`src/rtl/load_store_unit_pkg.sv`:
```
// load_store_unit_pkg: op encodings, exception causes and MMU port types for the load/store unit
package load_store_unit_pkg;
    typedef enum logic [3:0] {
        OP_LB  = 4'd0,
        OP_LH  = 4'd1,
        OP_LW  = 4'd2,
        OP_LBU = 4'd4,
        OP_LHU = 4'd5,
        OP_SB  = 4'd8,
        OP_SH  = 4'd9,
        OP_SW  = 4'd10
    } lsu_op_t;
    localparam logic [3:0] CAUSE_ILLEGAL     = 4'd2;
    localparam logic [3:0] CAUSE_LD_MISALIGN = 4'd4;
    localparam logic [3:0] CAUSE_LD_FAULT    = 4'd5;
    localparam logic [3:0] CAUSE_ST_MISALIGN = 4'd6;
    localparam logic [3:0] CAUSE_ST_FAULT    = 4'd7;
    localparam logic MEMREQ_READ  = 1'b0;
    localparam logic MEMREQ_WRITE = 1'b1;
    typedef struct packed {
        logic        mode;
        logic [31:0] addr;
        logic [3:0]  wstrb;
        logic [31:0] wdata;
    } memreq;
    typedef struct packed {
        logic [31:0] data;
    } memresp;
    function automatic logic is_store_op(input lsu_op_t op);
        return op inside {OP_SB, OP_SH, OP_SW};
    endfunction
endpackage

```
`src/rtl/load_store_unit_align.sv`:
```
// load_store_unit_align: combinational store lane steering and load extraction/extension
// Ports:
//   st_op/st_addr/st_data -> lane_wdata, lane_wstrb, is_store, illegal, misaligned
//   ld_op/ld_addr/rdata   -> ld_result (sign/zero-extended)
module load_store_unit_align
    import load_store_unit_pkg::*;
(
    input  lsu_op_t     st_op,
    input  logic [1:0]  st_addr,
    input  logic [31:0] st_data,
    output logic [31:0] lane_wdata,
    output logic [3:0]  lane_wstrb,
    output logic        is_store,
    output logic        illegal,
    output logic        misaligned,
    input  lsu_op_t     ld_op,
    input  logic [1:0]  ld_addr,
    input  logic [31:0] rdata,
    output logic [31:0] ld_result
);
    logic [7:0]  b;
    logic [15:0] h;
    always_comb begin
        is_store   = is_store_op(st_op);
        illegal    = !(is_store || st_op inside {OP_LB, OP_LH, OP_LW, OP_LBU, OP_LHU});
        misaligned = st_op inside {OP_LH, OP_LHU, OP_SH} ? st_addr[0] :
                     st_op inside {OP_LW, OP_SW} ? |st_addr : 1'b0;
        lane_wdata = st_op == OP_SB ? {4{st_data[7:0]}} :
                     st_op == OP_SH ? {2{st_data[15:0]}} :
                     st_op == OP_SW ? st_data : 32'h0;
        lane_wstrb = st_op == OP_SB ? 4'b0001 << st_addr :
                     st_op == OP_SH ? 4'b0011 << st_addr :
                     st_op == OP_SW ? 4'b1111 : 4'b0000;
        b = rdata[{ld_addr, 3'b000} +: 8];
        h = rdata[{ld_addr[1], 4'b0000} +: 16];
        ld_result = ld_op == OP_LB  ? {{24{b[7]}}, b} :
                    ld_op == OP_LH  ? {{16{h[15]}}, h} :
                    ld_op == OP_LBU ? {24'h0, b} :
                    ld_op == OP_LHU ? {16'h0, h} : rdata;
    end
endmodule

```
`src/rtl/load_store_unit.sv`:
```
// load_store_unit: memory stage issuing one word-aligned MMU request per load/store
// Optional: define LSU_TIMEOUT_EN to add a response watchdog (TIMEOUT_CYCLES) raising access faults.
// Ports:
//   clk, rst                          clock, synchronous active-high reset
//   req_valid/ready/op/addr/wdata/tag operation from execute
//   mem_request_enable, mem_request   request pulse and payload to MMU
//   mem_response_enable, mem_response completion pulse and read data from MMU
//   done_valid/data/tag/exc/cause     completion to writeback
module load_store_unit
    import load_store_unit_pkg::*;
#(
    parameter int TAG_W = 5
`ifdef LSU_TIMEOUT_EN
    , parameter int TIMEOUT_CYCLES = 1024
`endif
) (
    input  logic             clk,
    input  logic             rst,
    input  logic             req_valid,
    output logic             req_ready,
    input  lsu_op_t          req_op,
    input  logic [31:0]      req_addr,
    input  logic [31:0]      req_wdata,
    input  logic [TAG_W-1:0] req_tag,
    output logic             mem_request_enable,
    output memreq            mem_request,
    input  logic             mem_response_enable,
    input  memresp           mem_response,
    output logic             done_valid,
    output logic [31:0]      done_data,
    output logic [TAG_W-1:0] done_tag,
    output logic             done_exc,
    output logic [3:0]       done_cause
);
    typedef enum logic [1:0] {IDLE, REQ, WAIT, DONE} state_t;
    state_t      state;
    lsu_op_t     op_q;
    logic [1:0]  addr_q;
    logic [31:0] lane_wdata, ld_result;
    logic [3:0]  lane_wstrb;
    logic        is_store, illegal, misaligned;
`ifdef LSU_TIMEOUT_EN
    logic [31:0] cnt;
`endif
    load_store_unit_align u_align (
        .st_op      (req_op),
        .st_addr    (req_addr[1:0]),
        .st_data    (req_wdata),
        .lane_wdata (lane_wdata),
        .lane_wstrb (lane_wstrb),
        .is_store   (is_store),
        .illegal    (illegal),
        .misaligned (misaligned),
        .ld_op      (op_q),
        .ld_addr    (addr_q),
        .rdata      (mem_response.data),
        .ld_result  (ld_result)
    );
    // The request payload is registered at accept so it is stable from the pulse until the response.
    always_ff @(posedge clk) begin
        if (rst) begin
            state              <= IDLE;
            req_ready          <= 1'b1;
            mem_request_enable <= 1'b0;
            mem_request        <= '0;
            done_valid         <= 1'b0;
            done_data          <= '0;
            done_tag           <= '0;
            done_exc           <= 1'b0;
            done_cause         <= '0;
            op_q               <= OP_LB;
            addr_q             <= '0;
`ifdef LSU_TIMEOUT_EN
            cnt                <= '0;
`endif
        end else begin
            mem_request_enable <= 1'b0;
            done_valid         <= 1'b0;
            case (state)
                IDLE: if (req_valid) begin
                    req_ready <= 1'b0;
                    op_q      <= req_op;
                    addr_q    <= req_addr[1:0];
                    done_tag  <= req_tag;
                    done_data <= '0;
                    if (illegal || misaligned) begin
                        state      <= DONE;
                        done_valid <= 1'b1;
                        done_exc   <= 1'b1;
                        done_cause <= illegal ? CAUSE_ILLEGAL : is_store ? CAUSE_ST_MISALIGN : CAUSE_LD_MISALIGN;
                    end else begin
                        state              <= REQ;
                        mem_request_enable <= 1'b1;
                        mem_request        <= '{mode: is_store ? MEMREQ_WRITE : MEMREQ_READ,
                                                addr: {req_addr[31:2], 2'b00},
                                                wstrb: lane_wstrb, wdata: lane_wdata};
                        done_exc           <= 1'b0;
                        done_cause         <= '0;
                    end
                end
                REQ: begin
                    state <= WAIT;
`ifdef LSU_TIMEOUT_EN
                    cnt   <= '0;
`endif
                end
                WAIT: if (mem_response_enable) begin
                    state      <= DONE;
                    done_valid <= 1'b1;
                    done_data  <= is_store_op(op_q) ? 32'h0 : ld_result;
                end
`ifdef LSU_TIMEOUT_EN
                else if (cnt == 32'(TIMEOUT_CYCLES - 1)) begin
                    state      <= DONE;
                    done_valid <= 1'b1;
                    done_exc   <= 1'b1;
                    done_cause <= is_store_op(op_q) ? CAUSE_ST_FAULT : CAUSE_LD_FAULT;
                end else begin
                    cnt <= cnt + 32'd1;
                end
`endif
                DONE: begin
                    state     <= IDLE;
                    req_ready <= 1'b1;
                end
                default: state <= IDLE;
            endcase
        end
    end
endmodule

```
`config.mk`:
```
export PLATFORM = sky130hd
export DESIGN_NAME = load_store_unit
export DESIGN_NICKNAME = d
export VERILOG_FILES = /design/src/rtl/load_store_unit_pkg.sv /design/src/rtl/load_store_unit_align.sv /design/src/rtl/load_store_unit.sv
export SDC_FILE = /design/constraint.sdc
export NUM_CORES = 1
export LEC_CHECK = 0
export CAP_MARGIN = 20
export CORE_MARGIN = 3
export CORE_UTILIZATION = 43
export CTS_BUF_LIST = sky130_fd_sc_hd__clkbuf_4 sky130_fd_sc_hd__clkbuf_8 sky130_fd_sc_hd__clkbuf_16
export CTS_CLUSTER_DIAMETER = 120
export DETAILED_ROUTE_END_ITERATION = 7
export GPL_TIMING_DRIVEN = 0
export PLACE_DENSITY = 0.8
export SLEW_MARGIN = 10
export SYNTH_ARGS = -nofsm -noshare
export SYNTH_HDL_FRONTEND = slang
export SYNTH_SLANG_ARGS = --single-unit
```
`constraint.sdc`:
```
create_clock -name clk -period 2.3 [get_ports clk]
set_clock_uncertainty 0.05 [all_clocks]
set_input_delay 0.23 -clock clk [delete_from_list [all_inputs] [get_ports clk]]
set_output_delay 0.23 -clock clk [all_outputs]
set_load 0.005 [all_outputs]
```
==> results.toml, run 1 <==
[critical_path]
end_kind = "flop"
start_kind = "flop"
arrival_ps = 2480
critPathMaxFanout = 9
worstPathRequired_ps = 2550
critPathKind = "reg2reg"

[routing]
dr.pass1.iters = 4
wl_per_cell_um = 17.6
wirelength_um = 18900
first_iter_violations = 299
vias = 5839
antenna_left = 0
drcViolationCount = 0
vias_per_cell = 5.44

[power_and_ir_drop]
powerDensity_nw_per_um2 = 821
switching_share_pct = 29.6
max-vdd-ir-drop_v = 0.000544
comb_power_share_pct = 26.6
p_leak_nw = 3.08
cellInternalPower_mw = 4.88
p_switching_mw = 2.05
p_seq_share_pct = 33.6
clock_power_share_pct = 39.8

[grt]
antenna_found_initial = 0
grt_pass1_wl_um = 29900
grt_max_degree = 17
grt_overflow_total = 0
grtUsageTotal_pct = 26.8
grt_pass1_vias = 5808

[cts]
insertion_delay_ps = 420
cts.path.max_buffers = 2
clkTransAtPathRegs_ps = 50
cts_max_level = 4
cts_sinks = 118
cts_tree = "yes"
cts_made_buffers = 17
root_buffer = "clkbuf_16"

[cells_and_area]
diodes = 0
syn_to_final_growth_pct = 56.6
multi_input_area_um2 = 2780
post_route_cells_drive_above_1_share_pct = 6.95
finalCoreUtilization_pct = 69.5
fillers = 985
final_nets = 1009
seq_area_um2 = 2360

[timing]
finalCritPeriodShare_pct = 96.6
fmax_ghz = 0.450
maxSlewViolCount = 0
setup-tns-final_ps = 0
setup_viol = 0
worst_pin_slew_ps = 698
min_period_ps = 2220
slew_headroom_pct = 53.5
fin_hold_ws_ps = 308
hold_viol = 0

[logic_synthesis]
synth_cells = 656
syn_area_per_cell_um2 = 8.23
ys_ff_latch = 118
ys_types = 47
syn-cell-area_um2 = 5400
yosysWarnings = 0
synth_seq_area_share_pct = 43.8

[floorplanning]
ios = 223
chipHeight_um = 118
coreArea_um2 = 12200
start_util_pct = 44.4
num_rows = 40
die_x_um = 118
dieArea_um2 = 13900

[placement]
port_buffers = 216
hpwl_um = 14100
globalplace.congestion = 0.919

[run]
drv_cap = 0

[status]
status = "finished, final reports clean"

[worst_hold_path]
hp-class = "in2reg"
[stage by stage]
step / setup slack (ps) / power, mW / cells / instance area (µm²)
6_report: 77.1 / 6.93 / 1074 / 8450
4_1_cts: 13.8 / 6.93 / 1076 / 8430
3_5_place_dp: -700 / 4.14 / 1043 / 7780
2_1_floorplan: 210 / 3.33 / 659 / 5410
3_3_place_gp: -620 / 4.08 / 1043 / 7780
5_1_grt: -16.2 / 7.23 / 1074 / 8450
[power by group through the flow]
stage | sequential (mW) | combinational [mW] | clock (mW)
2_1_floorplan | 2.36 | 0.970 | 0
3_3_place_gp | 2.36 | 1.73 | 0
3_5_place_dp | 2.37 | 1.77 | 0
4_1_cts | 2.33 | 1.82 | 2.78
5_1_grt | 2.35 | 2.02 | 2.87
6_report | 2.33 | 1.85 | 2.76
[critical path: stages, from the launching register on]
cell and delay (ps):
dfxtp_1 320, clkbuf_1 310, nor2b_1 430, a2111o_1 230, clkbuf_1 360, nor3_1 160
a211o_1 250
[cell type report]
cell class | count | share of cell area (%)
buffer | 62 | 3.35
sequential | 118 | 28.0
clock inverter | 9 | 1.45
tap | 168 | 2.49
multi-input combinational | 469 | 32.9
inverter | 8 | 0.355
clock buffer | 23 | 5.86
timing repair buffer | 217 | 25.7
[final timing paths]
kind	start	endpoint	slack (ps)	depth (start not counted)
hold / removal	req_tag[3]	done_tag[3]	310	3
setup reg to reg	op_q[3]	done_data[11]	80	6
hold reg to reg	done_tag[3]	done_tag[3]	400	2
setup / recovery	op_q[3]	done_data[11]	80	6
[layer usage]
layer  global-route usage [%]  share of wire, %  up-vias
li1                         -                 -     2787
met1                     30.5                40     2779
met2                     45.5                49      235
met3                     10.3               9.1       38
met4                     9.96               2.1        0
met5                        0                 0        -
[repair_timing]
| action | CTS | global route |
|---|---|---|
| buffers inserted | 1 | 0 |
| cloned | 0 | 0 |
| setup endpoints to repair | 64 | 66 |
| resized for setup | 9 | 9 |
| hold buffers | 0 | 0 |
| pin swaps | 1 | 0 |
[logic make-up after synthesis]
| family | synth area share, % |
|---|---|
| mux | 5.24 |
| buf+inv | 5.68 |
| simple gates | 20.1 |
| fa+ha+maj | 1.62 |
| other cells | 0.0695 |
| compound gates | 23.6 |
| flops | 43.8 |
[cell usage in the layout, fill, tap and decap left out, types with 6 or more instances in the layout]
cell,Yosys,final
a211o_1,7,7
a22o_1,17,17
nand3_1,28,28
mux2i_1,26,26
dfxtp_1,118,118
inv_1,8,8
and3b_1,7,7
clkdlybuf4s50_1,0,216
o2111ai_1,17,16
nand2_1,132,132
clkbuf_1,45,38
clkbuf_16,0,17
a21oi_1,93,93
nor3_1,10,10
o21ai_0,26,26
buf_2,5,8
a32o_1,8,8
nor2b_1,7,6
a211oi_1,9,9
nand3b_1,9,9
nor2_1,20,19
nand2b_1,11,11
ha_1,7,7
[Yosys cell counts (all sizes together)]
| cell | count | area share, % |
|---|---|---|
| nand2 | 132 | 9.2 |
| dfxtp | 118 | 44 |
| a21oi | 93 | 8.6 |
| clkbuf | 45 | 3.1 |
| nand3 | 28 | 2.6 |
| mux2i | 26 | 4.8 |
| o21ai | 26 | 2.4 |
| nor2 | 20 | 1.4 |
| buf | 19 | 2.0 |
| a22o | 17 | 2.8 |
| o2111ai | 17 | 2.8 |
| nand2b | 11 | 1.3 |
| nor3 | 10 | 0.93 |
| a211oi | 9 | 1.3 |
| nand3b | 9 | 1.3 |
| a32o | 8 | 1.5 |
| inv | 8 | 0.56 |
| a211o | 7 | 1.1 |
| and3b | 7 | 1.1 |
| ha | 7 | 1.6 |
| nor2b | 7 | 0.81 |
| a21o | 3 | 0.42 |
| o211ai | 3 | 0.42 |
| a2111oi | 2 | 0.56 |
| and3 | 2 | 0.23 |
| nor3b | 2 | 0.28 |
| o2bb2ai | 2 | 0.32 |
| or2 | 2 | 0.23 |
| a2111o | 1 | 0.21 |
| a221o | 1 | 0.19 |
| a31oi | 1 | 0.12 |
| a32oi | 1 | 0.16 |
| and2 | 1 | 0.12 |
| conb | 1 | 0.069 |
| mux4 | 1 | 0.42 |
| nor4bb | 1 | 0.19 |
| o2111a | 1 | 0.21 |
| o21a | 1 | 0.14 |
| o21bai | 1 | 0.14 |
| o22ai | 1 | 0.12 |
| o31ai | 1 | 0.14 |
| or2b | 1 | 0.14 |
| or3b | 1 | 0.16 |
| or4 | 1 | 0.14 |
[state kept, by name, indices dropped and copies added, names as in the netlist]
name                flops
addr_q                  2
done_cause              2
done_data              32
done_exc                1
done_tag                5
done_valid              1
mem_request            67
mem_request_enable      1
op_q                    4
req_ready               1
state                   2
Power figures use the tool's default switching activity.
==> run 2: changes to the inputs <==
==> constraint.sdc (replaced) <==
create_clock -name clk -period 2.3 [get_ports clk]
set_clock_uncertainty 0.05 [all_clocks]
set_input_delay 0.345 -clock clk [delete_from_list [all_inputs] [get_ports clk]]
set_output_delay 0.345 -clock clk [all_outputs]
set_load 0.005 [all_outputs]
==> run 2 against run 1 <==
Design area about the same. Combinational power about the same. Power about the same. Non-clock buffer count unchanged. Clock power about the same. Critical path depth up 2. Die area unchanged. First-iteration DRC count up 0.67%. Flip-flop and latch count unchanged. Clock-buffer cell count unchanged. Critical path type unchanged. Critical endpoint is now done_data[25]. Largest cell class unchanged. Highest routed layer unchanged.
==> results.toml, run 2 (same netlist as run 1, synthesis figures left out) <==
[routing]
first_iter_violations = 301
vias = 5824
drcViolationCount = 0
vias_per_cell = 5.42
antenna_left = 0
wirelength_um = 18900
wl_per_cell_um = 17.6
dr.pass1.iters = 5

[cts]
root_buffer = "clkbuf_16"
cts_tree = "yes"
cts.path.max_buffers = 2
clkTransAtPathRegs_ps = 50
cts_sinks = 118
insertion_delay_ps = 410
cts_max_level = 4
cts_made_buffers = 17
holdBufCountCts = 0

[grt]
grt_pass1_vias = 5808
grt_overflow_total = 0
grt_max_degree = 17
antenna_found_initial = 0
grt_pass1_wl_um = 29900
grtUsageTotal_pct = 26.8

[critical_path]
end_kind = "flop"
critPathKind = "reg2reg"
r2r-end = "done_data[25]"
r2r_cells = 8
critPathMaxFanout = 10
reg2reg_slack_ps = 90
start_kind = "flop"
arrival_ps = 2450
r2r-start = "op_q[3]"
worstPathRequired_ps = 2540

[timing]
setup_viol = 0
fmax_ghz = 0.452
worst_pin_slew_ps = 689
maxSlewViolCount = 0
slew_headroom_pct = 54.0
finalCritPeriodShare_pct = 96.1
fin_hold_ws_ps = 403
hold_viol = 0
min_period_ps = 2210

[floorplanning]
num_rows = 40
die_x_um = 118
dieArea_um2 = 13900
chipHeight_um = 118
coreArea_um2 = 12200
start_util_pct = 44.4
ios = 223

[worst_hold_path]
hp-class = "reg2reg"
min_from = "done_tag[3]"
hold_depth = 2
min_to = "done_tag[3]"

[cells_and_area]
top_register = "mem_request"
mostFrequentLayoutCells = "216 x clkdlybuf4s50_1, 132 x nand2_1, 118 x dfxtp_1, 93 x a21oi_1, 37 x clkbuf_1"
finalInstanceArea_um2 = 8450
diodes = 0
final_common_cell = "clkdlybuf4s50_1"
reg_top3 = "mem_request x67, done_data x32, done_tag x5"
syn_to_final_growth_pct = 56.6
post_route_cells_drive_above_1_share_pct = 7.06
final_nets = 1009
finalCoreUtilization_pct = 69.5
largest_register_ffs = 67

[placement]
place_area_um2 = 7780
globalplace.congestion = 0.919
hpwl_um = 14100
port_buffers = 216

[power_and_ir_drop]
p_leak_nw = 3.08
powerDensity_nw_per_um2 = 821
totalPowerFinal_mw = 6.94
max-vdd-ir-drop_v = 0.000544

[run]
drv_cap = 0

[status]
status = "finished, final reports clean"
[run 2: cell count changes in the layout (fill, tap and decap cells not counted), sizes merged]
cell,previous run,this run
clkbuf,67,65
buf,19,21
[run 2: worst max-delay path: stages, from the launching register on]
cell and delay, ps:
dfxtp_1 300, clkbuf_1 190, or2_2 330, clkbuf_1 190
or4_1 420, buf_2 190, buf_6 150, o2111ai_1 150
a21oi_1 100
[run 2: per-layer routing]
metal	up-vias	global-route usage, %	wire length, µm
li1	2791	-	-
met1	2752	30.5	7520
met2	252	45.5	9240
met3	29	10.3	1800
met4	0	9.96	336
met5	-	0	0
[run 2: worst max-delay path by stage]
stage / start / slack, ps / to
6_report: op_q[3] / 90 / done_data[25]
5_1_grt: op_q[3] / -10 / done_data[25]
3_3_place_gp: req_addr[0] / -740 / mem_request[30]
2_1_floorplan: state[0] / 210 / done_data[13]
4_1_cts: state[0] / 10 / done_data[22]
3_5_place_dp: req_addr[0] / -820 / mem_request[30]
[run 2: through the flow]
stage	worst slack [ps]	std cells	TNS [ps]
floorplan	210	659	0
global placement	-735	1043	-41150
detailed placement	-815	1043	-45380
CTS	13.8	1076	0
global route	-10.3	1074	-10.3
finish	89.4	1074	0
[run 2: cell type report]
class,count,area [µm²]
multi-input combinational,469,2780
timing repair buffer,217,2170
buffer,62,287
tap,168,210
clock buffer,23,495
fill,984,3710
inverter,8,30.0
sequential,118,2360
clock inverter,9,123
[run 2: power breakdown]
group	total (mW)	switching, mW	internal (mW)
combinational	1.85	1.02	0.830
clock	2.76	0.932	1.83
sequential	2.33	0.102	2.23
[run 2: repair_timing]
item                       CTS  global route
pin swaps                    1             0
gates resized for setup     10            13
setup endpoints to repair   65            75
buffers inserted             1             0
